## src/rtl/gate_unit_arbiter.sv

```systemverilog
// Round-robin arbiter sharing one registered bitwise logic unit among N_REQ requesters.
// A single response register is held until the consumer takes it.

module gate_alu #(
    parameter int WIDTH = 8
) (
    input  logic [2:0]       op,
    input  logic [WIDTH-1:0] a,
    input  logic [WIDTH-1:0] b,
    output logic [WIDTH-1:0] data,
    output logic             err
);
    always_comb begin
        data = '0;
        err  = 1'b0;
        case (op)
            3'd0:    data = ~(a & b);
            3'd1:    data = a & b;
            3'd2:    data = a | b;
            3'd3:    data = ~a;
            3'd4:    data = ~(a | b);
            3'd5:    data = a ^ b;
            default: err  = 1'b1;
        endcase
    end
endmodule

module gate_unit_arbiter #(
    parameter int N_REQ = 4,
    parameter int WIDTH = 8,
    parameter int ID_W  = 2
) (
    input  logic                   clk,
    input  logic                   rst,
    input  logic [N_REQ-1:0]       req_valid,
    output logic [N_REQ-1:0]       req_ready,
    input  logic [3*N_REQ-1:0]     req_op,
    input  logic [WIDTH*N_REQ-1:0] req_a,
    input  logic [WIDTH*N_REQ-1:0] req_b,
    output logic                   rsp_valid,
    input  logic                   rsp_ready,
    output logic [WIDTH-1:0]       rsp_data,
    output logic [ID_W-1:0]        rsp_id,
    output logic                   rsp_err
);
    typedef enum logic {EMPTY, FULL} state_t;

    state_t          state, state_nx;
    logic [ID_W-1:0] ptr, ptr_nx, win;
    logic            found, can_accept, load;
    logic [2:0]       sel_op;
    logic [WIDTH-1:0] sel_a, sel_b, alu_data;
    logic             alu_err;

    // First valid requester at or after ptr, wrapping modulo N_REQ.
    always_comb begin
        int idx;
        found = 1'b0;
        win   = '0;
        idx   = 0;
        for (int k = 0; k < N_REQ; k++) begin
            idx = int'(ptr) + k;
            if (idx >= N_REQ) idx = idx - N_REQ;
            if (!found && req_valid[idx]) begin
                found = 1'b1;
                win   = ID_W'(idx);
            end
        end
    end

    assign can_accept = !rst && (state == EMPTY || rsp_ready);
    assign load       = can_accept && found;

    always_comb begin
        req_ready = '0;
        if (load) req_ready[win] = 1'b1;
    end

    assign sel_op = req_op[3*int'(win) +: 3];
    assign sel_a  = req_a[WIDTH*int'(win) +: WIDTH];
    assign sel_b  = req_b[WIDTH*int'(win) +: WIDTH];

    gate_alu #(.WIDTH(WIDTH)) u_alu (
        .op   (sel_op),
        .a    (sel_a),
        .b    (sel_b),
        .data (alu_data),
        .err  (alu_err)
    );

    always_comb begin
        state_nx = state;
        ptr_nx   = ptr;
        if (load) begin
            state_nx = FULL;
            ptr_nx   = (win == ID_W'(N_REQ - 1)) ? '0 : win + ID_W'(1);
        end else if (state == FULL && rsp_ready) begin
            state_nx = EMPTY;
        end
    end

    always_ff @(posedge clk) begin
        if (rst) begin
            state    <= EMPTY;
            ptr      <= '0;
            rsp_data <= '0;
            rsp_id   <= '0;
            rsp_err  <= 1'b0;
        end else begin
            state <= state_nx;
            ptr   <= ptr_nx;
            // Payload holds its last value when draining without a new grant.
            if (load) begin
                rsp_data <= alu_data;
                rsp_id   <= win;
                rsp_err  <= alu_err;
            end
        end
    end

    assign rsp_valid = (state == FULL);
endmodule

```

## config.mk

```make
export PLATFORM = sky130hd
export DESIGN_NAME = gate_unit_arbiter
export DESIGN_NICKNAME = d
export VERILOG_FILES = /design/src/rtl/gate_unit_arbiter.sv
export SDC_FILE = /design/constraint.sdc
export NUM_CORES = 1
export LEC_CHECK = 0
export ABC_AREA = 1
export BUFFER_PORTS_ARGS = -buffer_cell sky130_fd_sc_hd__buf_4
export CORE_MARGIN = 5
export CORE_UTILIZATION = 39
export CTS_BUF_LIST = sky130_fd_sc_hd__clkbuf_4 sky130_fd_sc_hd__clkbuf_8
export DETAILED_ROUTE_END_ITERATION = 8
export PLACE_DENSITY = 0.63
export RECOVER_POWER = 25
export SLEW_MARGIN = 20
export SYNTH_ARGS = -nofsm -noshare
export SYNTH_HDL_FRONTEND = slang
export SYNTH_SLANG_ARGS = --single-unit
```

## constraint.sdc

```tcl
create_clock -name clk -period 3.1 [get_ports clk]
set_input_delay 0.62 -clock clk [delete_from_list [all_inputs] [get_ports clk]]
set_output_delay 0.62 -clock clk [all_outputs]
set_load 0.05 [all_outputs]
```

* Yosys cells after proc, flatten, opt, wreduce, memory -nomap -nowiden
Cells that the tools add are included.
Storage, ports and cells: flip-flop bits (word level) 14, input bits 83, word-level logic and storage cells 87
Operators by class: add/sub/neg operators 8, multiply operators 1, order comparisons 10, equal/unequal tests 6, shift-type cells 3, mux-type cells 32, bitwise logic cells 7, reductions and logical operators 15
Operators by type and width (count):
- < comparator 32 x 4 -> 1 bit (second input constant) | 4
- 2-to-1 mux 32 bit | 4
- variable part select 32 x 6 -> 8 bit | 2
- one-hot mux 8 bit (6 select lines) | 1
- NOT 8 bit | 3
- 2-to-1 mux 1 bit | 16
- variable part select 12 x 5 -> 3 bit | 1
- subtractor 3 x 3 -> 4 bit (second input constant) | 3
- 2-to-1 mux 2 bit | 5
- greater-or-equal comparator 3 bit (second input constant) | 3
- AND 8 bit | 1
- binary-select mux 1 bit (select 2 bit) | 4
- bitwise OR 8 bit | 1
- bitwise XOR 8 bit | 1
- logical AND 1 bit | 7
- adder 2 x 2 -> 3 bit (second input constant) | 2
- == test 3 x 2 -> 1 bit (second input constant) | 2
- == test 3 bit (second input constant) | 2
- OR reduction 6 bit | 1
- zero test 1 bit | 4
- multiplier 2 x 2 -> 4 bit (first input constant) | 1
- 2-to-1 mux 4 bit | 1
- subtractor 2 x 3 -> 4 bit (second input constant) | 1
- adder 2 x 1 -> 3 bit (second input constant) | 1
- other kinds (11) | 11

* Depth between registers and ports, before layout
Gate-level depths: netlist (run 1).
depth after elaboration 20, mapped depth 25

* Cells and area by module
A second synthesis (run 1) with hierarchy kept.
Unflattened totals: cells, all modules 475, area, all modules 2541.2 um^2
Modules (own cells, without submodules):
- gate_unit_arbiter | times used 1, cells an instance 338, area each 1766.7 um^2, sequential area each 280.3 um^2
- gate_alu | times used 1, cells an instance 137, area each 774.5 um^2, sequential area each 0.0 um^2

* Worst setup path after synthesis (run 1)
No wires, ideal clock.
kind input to output, from in req_valid[2], to out req_ready[0], arrival 2.689 ns, required time 2.480 ns, slack -0.209 ns, stages on the path 13, path buffers 3, path through inv_1 -> nand2_1 -> nand3_2 -> nand2_2 -> nor2_4 -> nand3_2 -> nand3_4 -> buf_2 -> buf_2 -> buf_2 -> ha_1 -> inv_1 -> nor2_1
On the way: cells in the longest elaborated chain, start to end 18, elaborated cells on any way between the ends 33
Ends and longest elaborated chain:
- start: declaration | line 35 | input logic [N_REQ-1:0] req_valid,
- binary-select mux 1 bit (select 2 bit) | line 64 | if (!found && req_valid[idx]) begin
- 2-to-1 mux 1 bit (not written as such) (2 in a row) | line 64
- 2-to-1 mux 1 bit | line 64
- zero test 1 bit | line 64
- logical AND 1 bit | line 64
- 2-to-1 mux 1 bit | line 64
- zero test 1 bit | line 64
- logical AND 1 bit | line 64
- 2-to-1 mux 1 bit | line 64
- zero test 1 bit | line 64
- logical AND 1 bit | line 64
- 2-to-1 mux 2 bit | line 64
- < comparator 2 x 3 -> 1 bit (not written as such) / greater-or-equal comparator 2 x 1 -> 1 bit (equally long branches) | line 76 | if (load) req_ready[win] = 1'b1;
- logical AND 1 bit (not written as such) | line 76
- 2-to-1 mux 1 bit (not written as such) | line 76
- demux 1 bit (select 2 bit) | line 76
- 2-to-1 mux 4 bit * | line 76
- end: declaration | line 36 | output logic [N_REQ-1:0] req_ready,
Mark *: on every way between the ends. The rest lies on a longest branch, timed or not. The select of a mux whose other input is x is not followed.

* Worst setup path in the final report (run 1)
from reg ptr[0], to out req_ready[3]
On the way: cells in the longest elaborated chain, start to end 20, elaborated cells on any way between the ends 48
Ends and longest elaborated chain:
- start: declaration | line 49 | logic [ID_W-1:0] ptr, ptr_nx, win;
- start signal: assignment | line 111 | ptr <= ptr_nx;
- parallel branches: the longest is 14 deep, another holds subtractor 3 x 3 -> 4 bit
- 2-to-1 mux 2 bit * | line 64
- via win[1] | line 49
- < comparator 2 x 3 -> 1 bit (not written as such) / greater-or-equal comparator 2 x 1 -> 1 bit (equally long branches) | line 76
- logical AND 1 bit (not written as such) | line 76
- 2-to-1 mux 1 bit (not written as such) | line 76
- demux 1 bit (select 2 bit) * | line 76
- 2-to-1 mux 4 bit * | line 76
Mark *: on every way through the listed nets, which the timed path passes. The select of a mux whose other input is x is not followed.

==> flow_summary_export.csv, run 1 <==
group,metric,value,unit
run_status,status,"finished clean",
floorplanning,core_area,6390,sq um
layout,area_delta_synth_final,35.3,%
layout,layout.cells.most_common,"nand2_1",
layout,drive_gt1_frac,0.298,
yosys,synth_top_area_cell,"nand2_1",
worst_setup_path,critPathRequiredTime,2480,ps
yosys,yosys_warnings,0,
worst_setup_path,path_buf_inv,4,
yosys,synth_fp_nets,556,
clock_network,cts_tree,"yes",
floorplanning,fp-row-count,29,
drt,initialDrtViolationCount,162,
global_routing,antenna_found_initial,0,
clock_network,cts_buffers,3,
worst_setup_path,rrSetupSlack,290,ps
yosys,avgSynthCellArea,5.67,sq um
worst_setup_path,cp_top_family,"simple AND/OR/NAND/NOR gates",
worst_setup_path,critPathSlowestCell,"dfxtp_2",
yosys,synth_cell_types,26,
worst_setup_path,arrival,2310,ps
layout,fillers,680,
layout,final_cell_mix,"nand2_1 (177), buf_4 (104), inv_1 (62)",
drt,vias,3032,
drt,drt-total-wl,7540,um
floorplanning,pin_count,99,
timing,setup_violations,0,
floorplanning,dieHeight,91.2,um
drt,ant_nets,0,
worst_hold_path,hp-class,"reg -> reg",
layout,regArea,282,sq um
worst_hold_path,min_delay_worst_endpoint,"rsp_data[4]",
timing,fin_skew,3.69,ps
clock_network,clk_pin_slew,60,ps
clock_network,worstSkewPairLatency,240,ps
yosys,netlist_area,2570,sq um
timing,finalHoldViolations,0,
drt,wl_per_cell,12.0,um
placement,io_buffers,98,
layout,nets,657,
drt,firstDrtPassIters,4,
worst_setup_path,path_cells,"buf_4, nand2_1, nand3_2, nand2_2, nor2_4, nand3_1, nand3_1, nand2_2, inv_2, ha_1, inv_1, nor2_2, buf_6",
clock_network,cts_sinks,14,
worst_setup_path,r2r-end,"rsp_data[4]",
drt,post_drt_via_cell_ratio,4.81,
layout,diodes,0,
clock_network,clock_path_buffers,2,
worst_setup_path,crit_fanout,9,
layout,multi_input_area,1900,sq um
flow_run,max_cap_viol_count,0,
yosys,synth-seq-cells,14,
timing,max_slew_margin,0.596,
clock_network,hold_buffers,0,
worst_hold_path,worst_hold_startpoint,"rsp_data[4]",
clock_network,post_cts_buffers,0,
timing,layout_min_cycle_time,2930,ps
floorplanning,start_util,0.402,
global_routing,grt_usage,0.174,
timing,worst_pin_slew,608,ps
worst_setup_path,reg2regPathDepth,20,
yosys,postSynthCellCount,453,
global_routing,overflow,0,
yosys,synthTopCellsByArea,"nand2_1 (26%), dfxtp_1 (11%), ha_1 (9.7%)",
timing,drv_slew,0,
yosys,yosysTopAreaCellShare,0.259,
timing,rsz0062_at_grt,"no",
timing,fin_crit_sh,0.945,
worst_setup_path,critPathCaptureType,"output pin",
global_routing,grt_pass1_vias,2869,
worst_setup_path,cp-start-kind,"register",
timing,hold_ws,476,ps
global_routing,grt_pass1_wl,12700,um
placement,hpwl,6120,um
clock_network,cts_max_level,1,
worst_hold_path,hold_depth,2,
floorplanning,die-area,8310,sq um
global_routing,grt_start_max_net_pins,32,
drt,drc,0,
timing,fmaxAchievable,341,MHz
floorplanning,die_w,91.2,um
placement,gp_congestion,0.903,
worst_setup_path,crit_type,"reg -> out",
worst_setup_path,max_stage_delay,390,ps
yosys,ys_seq_area_frac,0.109,
worst_setup_path,worstReg2RegStart,"ptr[0]",
clock_network,cts-root-buf,"clkbuf_8",
## kinds of logic (layout without fill, tap and decap cells)
logic type,after synthesis,after routing,share of synthesized area
buffers and inverters,87,187,0.154
adders and majority gates,20,20,0.0974
and+or+nand+nor,282,282,0.508
AOI/OAI and AO/OA,50,50,0.131
DFF,14,14,0.109
## final cells by class
type | count | area share
clock buffers | 4 | 0.0158
multi-input cells | 352 | 0.548
repair buffers | 116 | 0.253
inverters | 67 | 0.0745
flip-flops and latches | 14 | 0.0810
well taps | 77 | 0.0277
## layer usage
layer / track usage / vias to the layer above / routed length (um) / part of all wire
met3: 0.0380 / 4 / 464 / 0.062
met1: 0.225 / 1308 / 3450 / 0.46
li1: - / 1633 / - / -
met5: 0 / - / 0 / 0
met2: 0.305 / 87 / 3580 / 0.48
met4: 0.0196 / 0 / 42 / 0.0056
## timing repair
item | 4_1_cts | 5_1_grt
endpoints found under the setup margin | 2 | 11
pin swaps | 0 | 0
resized for setup | 1 | 9
cloned | 0 | 0
## synth_stat cells (all sizes together)
library cell / n
o21ai: 13
clkbuf: 1
or2: 8
inv: 67
nand3: 48
ha: 20
nor2: 17
dfxtp: 14
a21oi: 14
o21a: 15
nand2: 192
o211ai: 8
nand4: 17
buf: 19
## worst max-delay path by stage
stage                 start      endpoint  cells after the start
6_report             ptr[0]  req_ready[3]                     13
5_1_grt              ptr[0]  req_ready[1]                     15
4_1_cts              ptr[0]  req_ready[1]                     15
3_5_place_dp   req_valid[1]   rsp_data[5]                     23
3_3_place_gp   req_valid[1]   rsp_data[3]                     21
2_1_floorplan  req_valid[2]  req_ready[0]                     13
## flip-flops by register name, summed over array words and instances (netlist names)
name       cells
ptr            2
rsp_data       8
rsp_err        1
rsp_id         2
rsp_valid      1
## tightest hold or removal path: cells and delay by family, from the launching register on
family | cells | cell delay [ps]
AND/OR/NAND/NOR | 1 | 70
flip-flops | 1 | 310
AO/OA/AOI/OAI | 1 | 50
## metrics by stage
stage          instances  TNS, ps  setup slack (ps)  cell area, sq um   util
5_1_grt              630        0              12.7              3480  0.544
4_1_cts              630        0              34.7              3490  0.546
3_5_place_dp         626     -105             -36.9              3430  0.537
2_1_floorplan        453        0              10.0              2580      -
6_report             630        0               172              3480  0.544
3_3_place_gp         626        0              20.5              3430  0.537
Power of run 1 is left out: the tool's default activity adds up to more than one toggle a clock period on the data nets, which glitch-free logic cannot reach.
==> run 2, diff against run 1 <==
--- a/config.mk
+++ b/config.mk
@@ -5,13 +5,13 @@
 export SDC_FILE = /design/constraint.sdc
 export NUM_CORES = 1
 export LEC_CHECK = 0
-export ABC_AREA = 1
+export ABC_AREA = 0
 export BUFFER_PORTS_ARGS = -buffer_cell sky130_fd_sc_hd__buf_4
 export CORE_MARGIN = 5
 export CORE_UTILIZATION = 39
 export CTS_BUF_LIST = sky130_fd_sc_hd__clkbuf_4 sky130_fd_sc_hd__clkbuf_8
 export DETAILED_ROUTE_END_ITERATION = 8
-export PLACE_DENSITY = 0.63
+export PLACE_DENSITY = 0.7
 export RECOVER_POWER = 25
 export SLEW_MARGIN = 20
 export SYNTH_ARGS = -nofsm -noshare
==> constraint.sdc (replaced) <==
create_clock -name clk -period 2.47 [get_ports clk]
set_input_delay 0.494 -clock clk [delete_from_list [all_inputs] [get_ports clk]]
set_output_delay 0.494 -clock clk [all_outputs]
set_load 0.05 [all_outputs]
==> run 2 against run 1 <==
Net effect:
- first-iteration DRC count decreased by 21%
- critical path depth down 4
- critical endpoint is now req_ready[0]
- hold slack worse by 22 ps
- critical path type unchanged
- clock skew hardly changed
- highest routed layer unchanged
- routed wire length decreased by 8.0%
- via count shrank 22%
- synthesized area decreased by 24%
- register-to-register slack got worse by 210 ps
- setup slack got worse by 120 ps
- non-clock buffer count increased by 24
- cell count fell by 29%
==> flow_summary_export.csv, run 2 <==
group,metric,value,unit
layout,drive_gt1_frac,0.504,
layout,area_delta_synth_final,73.1,%
timing,layout_min_cycle_time,2420,ps
global_routing,overflow,0,
yosys,synth.most_common_cell,"mux2i_1",
drt,vias,2352,
layout,layout.cells.most_common,"buf_4",
worst_setup_path,crit_type,"reg -> out",
yosys,ys_seq_area_frac,0.143,
timing,finalHoldViolations,0,
timing,worst_pin_slew,639,ps
worst_setup_path,cp-start-kind,"register",
timing,drv_slew,0,
layout,final_cell_mix,"buf_4 (117), nand2_1 (33), mux2i_1 (30)",
floorplanning,die_w,81.0,um
timing,hold_ws,454,ps
layout,largest_reg_flops,8,
yosys,synth_top_area_cell,"mux2i_1",
drt,ant_nets,0,
yosys,async_flop_share,0,
worst_setup_path,critPathCaptureType,"output pin",
power_and_ir_drop,total_power,2110,uW
global_routing,grt_pass1_vias,2293,
yosys,ys.flop_type,"dfxtp_1",
drt,firstDrtPassIters,5,
clock_network,clk_pin_slew,60,ps
power_and_ir_drop,peakVddDrop,0.286,mV
global_routing,grt_pass1_wl,9850,um
yosys,yosysTopAreaCellShare,0.234,
flow_run,max_cap_viol_count,0,
worst_setup_path,arrival,1930,ps
placement,io_buffers,98,
placement,hpwl,5090,um
yosys,synthTopCellsByArea,"mux2i_1 (23%), dfxtp_1 (14%), ha_1 (13%)",
global_routing,antenna_found_initial,0,
timing,fin_skew,3.48,ps
clock_network,cts-root-buf,"clkbuf_8",
drt,drc,0,
floorplanning,core_area,4820,sq um
drt,wl_per_cell,15.4,um
layout,post-route-util,0.706,
yosys,postSynthCellCount,251,
floorplanning,pin_count,99,
clock_network,worstSkewPairLatency,250,ps
floorplanning,start_util,0.408,
layout,diodes,0,
timing,fmaxAchievable,413,MHz
clock_network,cts_max_level,1,
floorplanning,fp-row-count,25,
global_routing,grt_start_max_net_pins,24,
yosys,synth-seq-cells,14,
drt,initialDrtViolationCount,128,
worst_setup_path,crit_fanout,4,
timing,max_slew_margin,0.576,
power_and_ir_drop,total_leakage_power,0.00161,uW
clock_network,cts_tree,"yes",
clock_network,cts_sinks,14,
yosys,synth_cell_types,38,
worst_setup_path,critPathRequiredTime,1980,ps
floorplanning,die-area,6560,sq um
timing,rsz0062_at_grt,"yes",
layout,stdcell_count,450,
placement,gp_congestion,0.846,
run_status,status,"finished clean",
yosys,synth_edf_count,0,
placement,preCtsSetupSlack,-173,ps
yosys,netlist_area,1960,sq um
worst_hold_path,hp-class,"reg -> reg",
global_routing,grt_usage,0.186,
timing,fin_crit_sh,0.980,
timing,setup_violations,0,
drt,drt-total-wl,6940,um
timing,setup_ws,50.0,ps
yosys,synth_fp_nets,354,
layout,nets,487,
layout,largest_register,"rsp_data",
layout,largestRegisters,"rsp_data (8), ptr (2), rsp_id (2)",
yosys,yosys_warnings,0,
yosys,avgSynthCellArea,7.83,sq um
floorplanning,dieHeight,81.0,um
clock_network,cts_buffers,3,
yosys,ys_top_cells_by_count,"mux2i_1 (46), nand2_1 (35), inv_1 (28), ha_1 (20), o21ai_0 (17)",
drt,post_drt_via_cell_ratio,5.23,
power_and_ir_drop,p_per_area,621,nW/um^2
clock_network,clock_path_buffers,2,
placement,dp.cells,435,
==> run 2: cell count changes after synthesis, moves of 14 or more <==
cell	before	now
o21a_1	15	1
a211oi_1	0	15
nand4_1	17	0
nand2_1	177	35
mux2i_1	0	46
nand3_1	40	0
inv_1	62	28
==> run 2: power by group <==
| part | total, uW | internal [uW] | switching [uW] |
|---|---|---|---|
| logic | 1600 | 766 | 835 |
| clock network | 230 | 141 | 89.0 |
| registers | 280 | 261 | 19.0 |
==> run 2: per-stage QoR <==
step	setup TNS, ps	instance area [sq um]
finish	0	3400
global route	-344	3400
CTS	0	3080
detailed placement	-1410	2990
global placement	-503	2990
floorplan	0	1990
==> run 2: kinds of logic (layout without fill, tap and decap cells) <==
logic type	Yosys count	count (layout)	share of synthesized area
simple gates	57	57	0.143
mux	49	49	0.255
compound gates	70	70	0.237
flops	14	14	0.143
fa+ha+maj	20	20	0.127
buf+inv	41	173	0.0949
==> run 2: path summary, 6_finish.rpt <==
check / startpoint / slack (ps) / depth (start not counted) / to
worst min register to register: rsp_id[0] / 450 / 1 / rsp_id[0]
worst min-delay path: rsp_id[0] / 450 / 1 / rsp_id[0]
worst max-delay path: ptr[1] / 50 / 9 / req_ready[0]
worst max register to register: ptr[0] / 80 / 11 / rsp_data[3]
==> run 2: area by class of cell <==
type	instances	area, sq um
fill	434	1420
multi-input combinational	196	1700
tap	67	83.8
sequential	14	283
timing repair buffer	140	1170
clock buffer	4	55.1
inverter	29	110
==> run 2: layer usage <==
metal  up-vias  part of all wire  wire length, um  GRT usage
met5         -                 0                0          0
met4         0             0.019              130     0.0507
met3        10             0.075              518     0.0322
met2       103              0.50             3460      0.343
met1      1080              0.41             2830      0.220
li1       1159                 -                -          -
==> run 2: worst max-delay path, cell delays in order (launching register included) <==
cell,delay (ps)
dfxtp_2,330
buf_6,120
mux2i_1,230
o22ai_1,150
nor2_2,150
buf_6,140
clkinv_2,60
ha_1,180
and2_2,170
buf_6,150
==> run 2: what timing repair did <==
item / 4_1_cts / 5_1_grt
gates cloned: 0 / 3
setup endpoints to repair: 4 / 11
pin swaps: 1 / 14
hold buffers: 0 / 0
resized for setup: 3 / 59
buffers inserted: 3 / 6
(Power assumes the default switching activity.)
==> run 3, diff against run 2 <==
--- a/config.mk
+++ b/config.mk
@@ -10,6 +10,7 @@
 export CORE_MARGIN = 5
 export CORE_UTILIZATION = 39
 export CTS_BUF_LIST = sky130_fd_sc_hd__clkbuf_4 sky130_fd_sc_hd__clkbuf_8
+export CTS_CLUSTER_SIZE = 20
 export DETAILED_ROUTE_END_ITERATION = 8
 export PLACE_DENSITY = 0.7
 export RECOVER_POWER = 25
==> constraint.sdc (replaced) <==
create_clock -name clk -period 2.47 [get_ports clk]
set_input_delay 0.494 -clock clk [delete_from_list [all_inputs] [get_ports clk]]
set_output_delay 0.494 -clock clk [all_outputs]
set_load 0.01 [all_outputs]
==> run 3 against run 2 <==
Net effect:
- clock skew decreased by 2.8 ps
- global-route usage about the same
- hold slack improved by 11 ps
- sequential power increased by 2%
- total power decreased by 13%
- largest cell class unchanged
==> flow_summary_export.csv, run 3 (same netlist as run 2, synthesis figures left out) <==
group,metric,value,unit
power_and_ir_drop,comb_power_share,0.720,
timing,layout_min_cycle_time,2390,ps
layout,largest_register,"rsp_data",
power_and_ir_drop,p_switching,770,uW
floorplanning,pin_count,99,
floorplanning,core_area,4820,sq um
layout,fillers,447,
timing,max_slew_margin,0.587,
drt,drc,0,
worst_setup_path,critPathRequiredTime,2650,ps
clock_network,clk_pin_slew,60,ps
worst_setup_path,arrival,2570,ps
clock_network,cts_buffers,3,
global_routing,grt_pass1_vias,2283,
global_routing,antenna_found_initial,0,
drt,ant_nets,0,
global_routing,grt_start_max_net_pins,16,
floorplanning,fp-row-count,25,
drt,post_drt_via_cell_ratio,5.13,
clock_network,clock_path_buffers,2,
worst_setup_path,crit_top_cell,"buf_4",
clock_network,cts_max_level,1,
drt,firstDrtPassIters,4,
timing,rsz0062_at_grt,"yes",
run_status,status,"finished clean",
timing,setup_violations,0,
clock_network,worstSkewPairLatency,250,ps
power_and_ir_drop,p_clk_frac,0.125,
worst_setup_path,worstReg2RegStart,"ptr[1]",
timing,hold_ws,465,ps
layout,largest_reg_flops,8,
worst_setup_path,crit_fanout,5,
layout,nets,485,
power_and_ir_drop,p_per_area,572,nW/um^2
worst_setup_path,crit_type,"in -> reg",
timing,finalHoldViolations,0,
drt,drt-total-wl,6440,um
timing,fin_setup_tns,0,ps
layout,area_delta_synth_final,63.8,%
worst_setup_path,cp-start-kind,"primary input",
timing,fmaxAchievable,418,MHz
layout,final_cell_mix,"buf_4 (124), nand2_1 (35), mux2i_1 (35)",
worst_setup_path,r2r-end,"rsp_data[2]",
layout,layout.cells.most_common,"buf_4",
layout,diodes,0,
drt,initialDrtViolationCount,121,
worst_hold_path,hp-class,"reg -> reg",
worst_setup_path,rrSetupSlack,100,ps
layout,largestRegisters,"rsp_data (8), ptr (2), rsp_id (2)",
floorplanning,die-area,6560,sq um
power_and_ir_drop,swShare,0.418,
timing,worst_pin_slew,616,ps
floorplanning,dieHeight,81.0,um
worst_setup_path,path_cells,"buf_4, nor2b_4, a221oi_2, buf_4, nor2_2, buf_4, mux2i_1, mux2i_2, ha_1, a211oi_1, o21ai_0, a31oi_1",
floorplanning,start_util,0.408,
placement,io_buffers,98,
power_and_ir_drop,peakVddDrop,0.322,mV
drt,vias,2299,
clock_network,hold_buffers,0,
power_and_ir_drop,pwr-share-seq,0.155,
placement,postPlaceCellArea,3000,sq um
floorplanning,die_w,81.0,um
clock_network,cts-root-buf,"clkbuf_8",
timing,fin_skew,0.642,ps
placement,gp_congestion,0.816,
worst_setup_path,critPathSlowestCell,"nor2_2",
worst_hold_path,min_delay_worst_endpoint,"rsp_id[0]",
layout,final_area,3220,sq um
global_routing,grt_usage,0.186,
global_routing,grt_pass1_wl,9830,um
timing,drv_slew,0,
timing,fin_crit_sh,0.969,
power_and_ir_drop,intPower,1070,uW
worst_setup_path,max_stage_delay,280,ps
layout,drive_gt1_frac,0.446,
drt,wl_per_cell,14.4,um
worst_setup_path,critPathCaptureType,"register",
worst_hold_path,worst_hold_startpoint,"rsp_id[0]",
worst_setup_path,reg2regPathDepth,11,
placement,hpwl,5140,um
flow_run,max_cap_viol_count,0,
worst_hold_path,hold_depth,1,
clock_network,cts_tree,"yes",
clock_network,cts_sinks,14,
power_and_ir_drop,total_leakage_power,0.00158,uW
global_routing,overflow,0,
[run 3: area by class of cell]
class / instances / area, sq um / area share
multi-input combinational: 197 / 1600 / 0.496
timing repair buffer: 137 / 1080 / 0.337
sequential: 14 / 283 / 0.0879
inverter: 29 / 116 / 0.0362
tap: 67 / 83.8 / 0.0261
clock buffer: 4 / 55.1 / 0.0171
[run 3: stage by stage]
| stage | std cells | worst slack (ps) | utilization | total power [uW] |
|---|---|---|---|---|
| floorplan | 251 | 41.9 | - | 1030 |
| global placement | 438 | -151 | 0.622 | 1450 |
| detailed placement | 438 | -273 | 0.622 | 1480 |
| CTS | 444 | 33.2 | 0.642 | 1740 |
| global route | 448 | -63.9 | 0.668 | 1970 |
| finish | 448 | 77.7 | 0.668 | 1840 |
[run 3: worst max-delay path, delay by kind of cell]
kind                     cells  cell delay, ps
AO/OA/AOI/OAI                4             560
buffers and inverters        3             520
AND/OR/NAND/NOR              2             380
adder cells (fa/ha/maj)      1             260
multiplexers                 2             380
[run 3: worst max-delay path by stage]
stage | from | end
after floorplan | req_valid[0] | rsp_data[0]
after global placement | req_valid[1] | rsp_data[3]
after detailed placement | req_valid[1] | rsp_data[2]
after CTS | req_valid[1] | rsp_data[2]
after global routing | req_valid[0] | rsp_data[2]
final | req_valid[1] | rsp_data[2]
[run 3: power by group through the flow]
stage / clock network, uW / logic, uW / registers [uW]
after CTS: 231 / 1230 / 282
after floorplan: 0 / 732 / 297
final: 230 / 1330 / 285
after global routing: 241 / 1440 / 288
after global placement: 0 / 1160 / 285
after detailed placement: 0 / 1190 / 286
[run 3: layer usage]
layer | track usage | part of all wire | up-vias
li1 | - | - | 1158
met1 | 0.219 | 0.43 | 1061
met2 | 0.359 | 0.49 | 72
met3 | 0.0200 | 0.069 | 8
met4 | 0.0389 | 0.012 | 0
met5 | 0 | 0 | -
[run 3: what timing repair did]
action,in CTS,in global routing
setup buffers,2,2
gates resized for setup,3,26
setup endpoints to repair,4,12
cloned,0,2
pin swaps,1,4
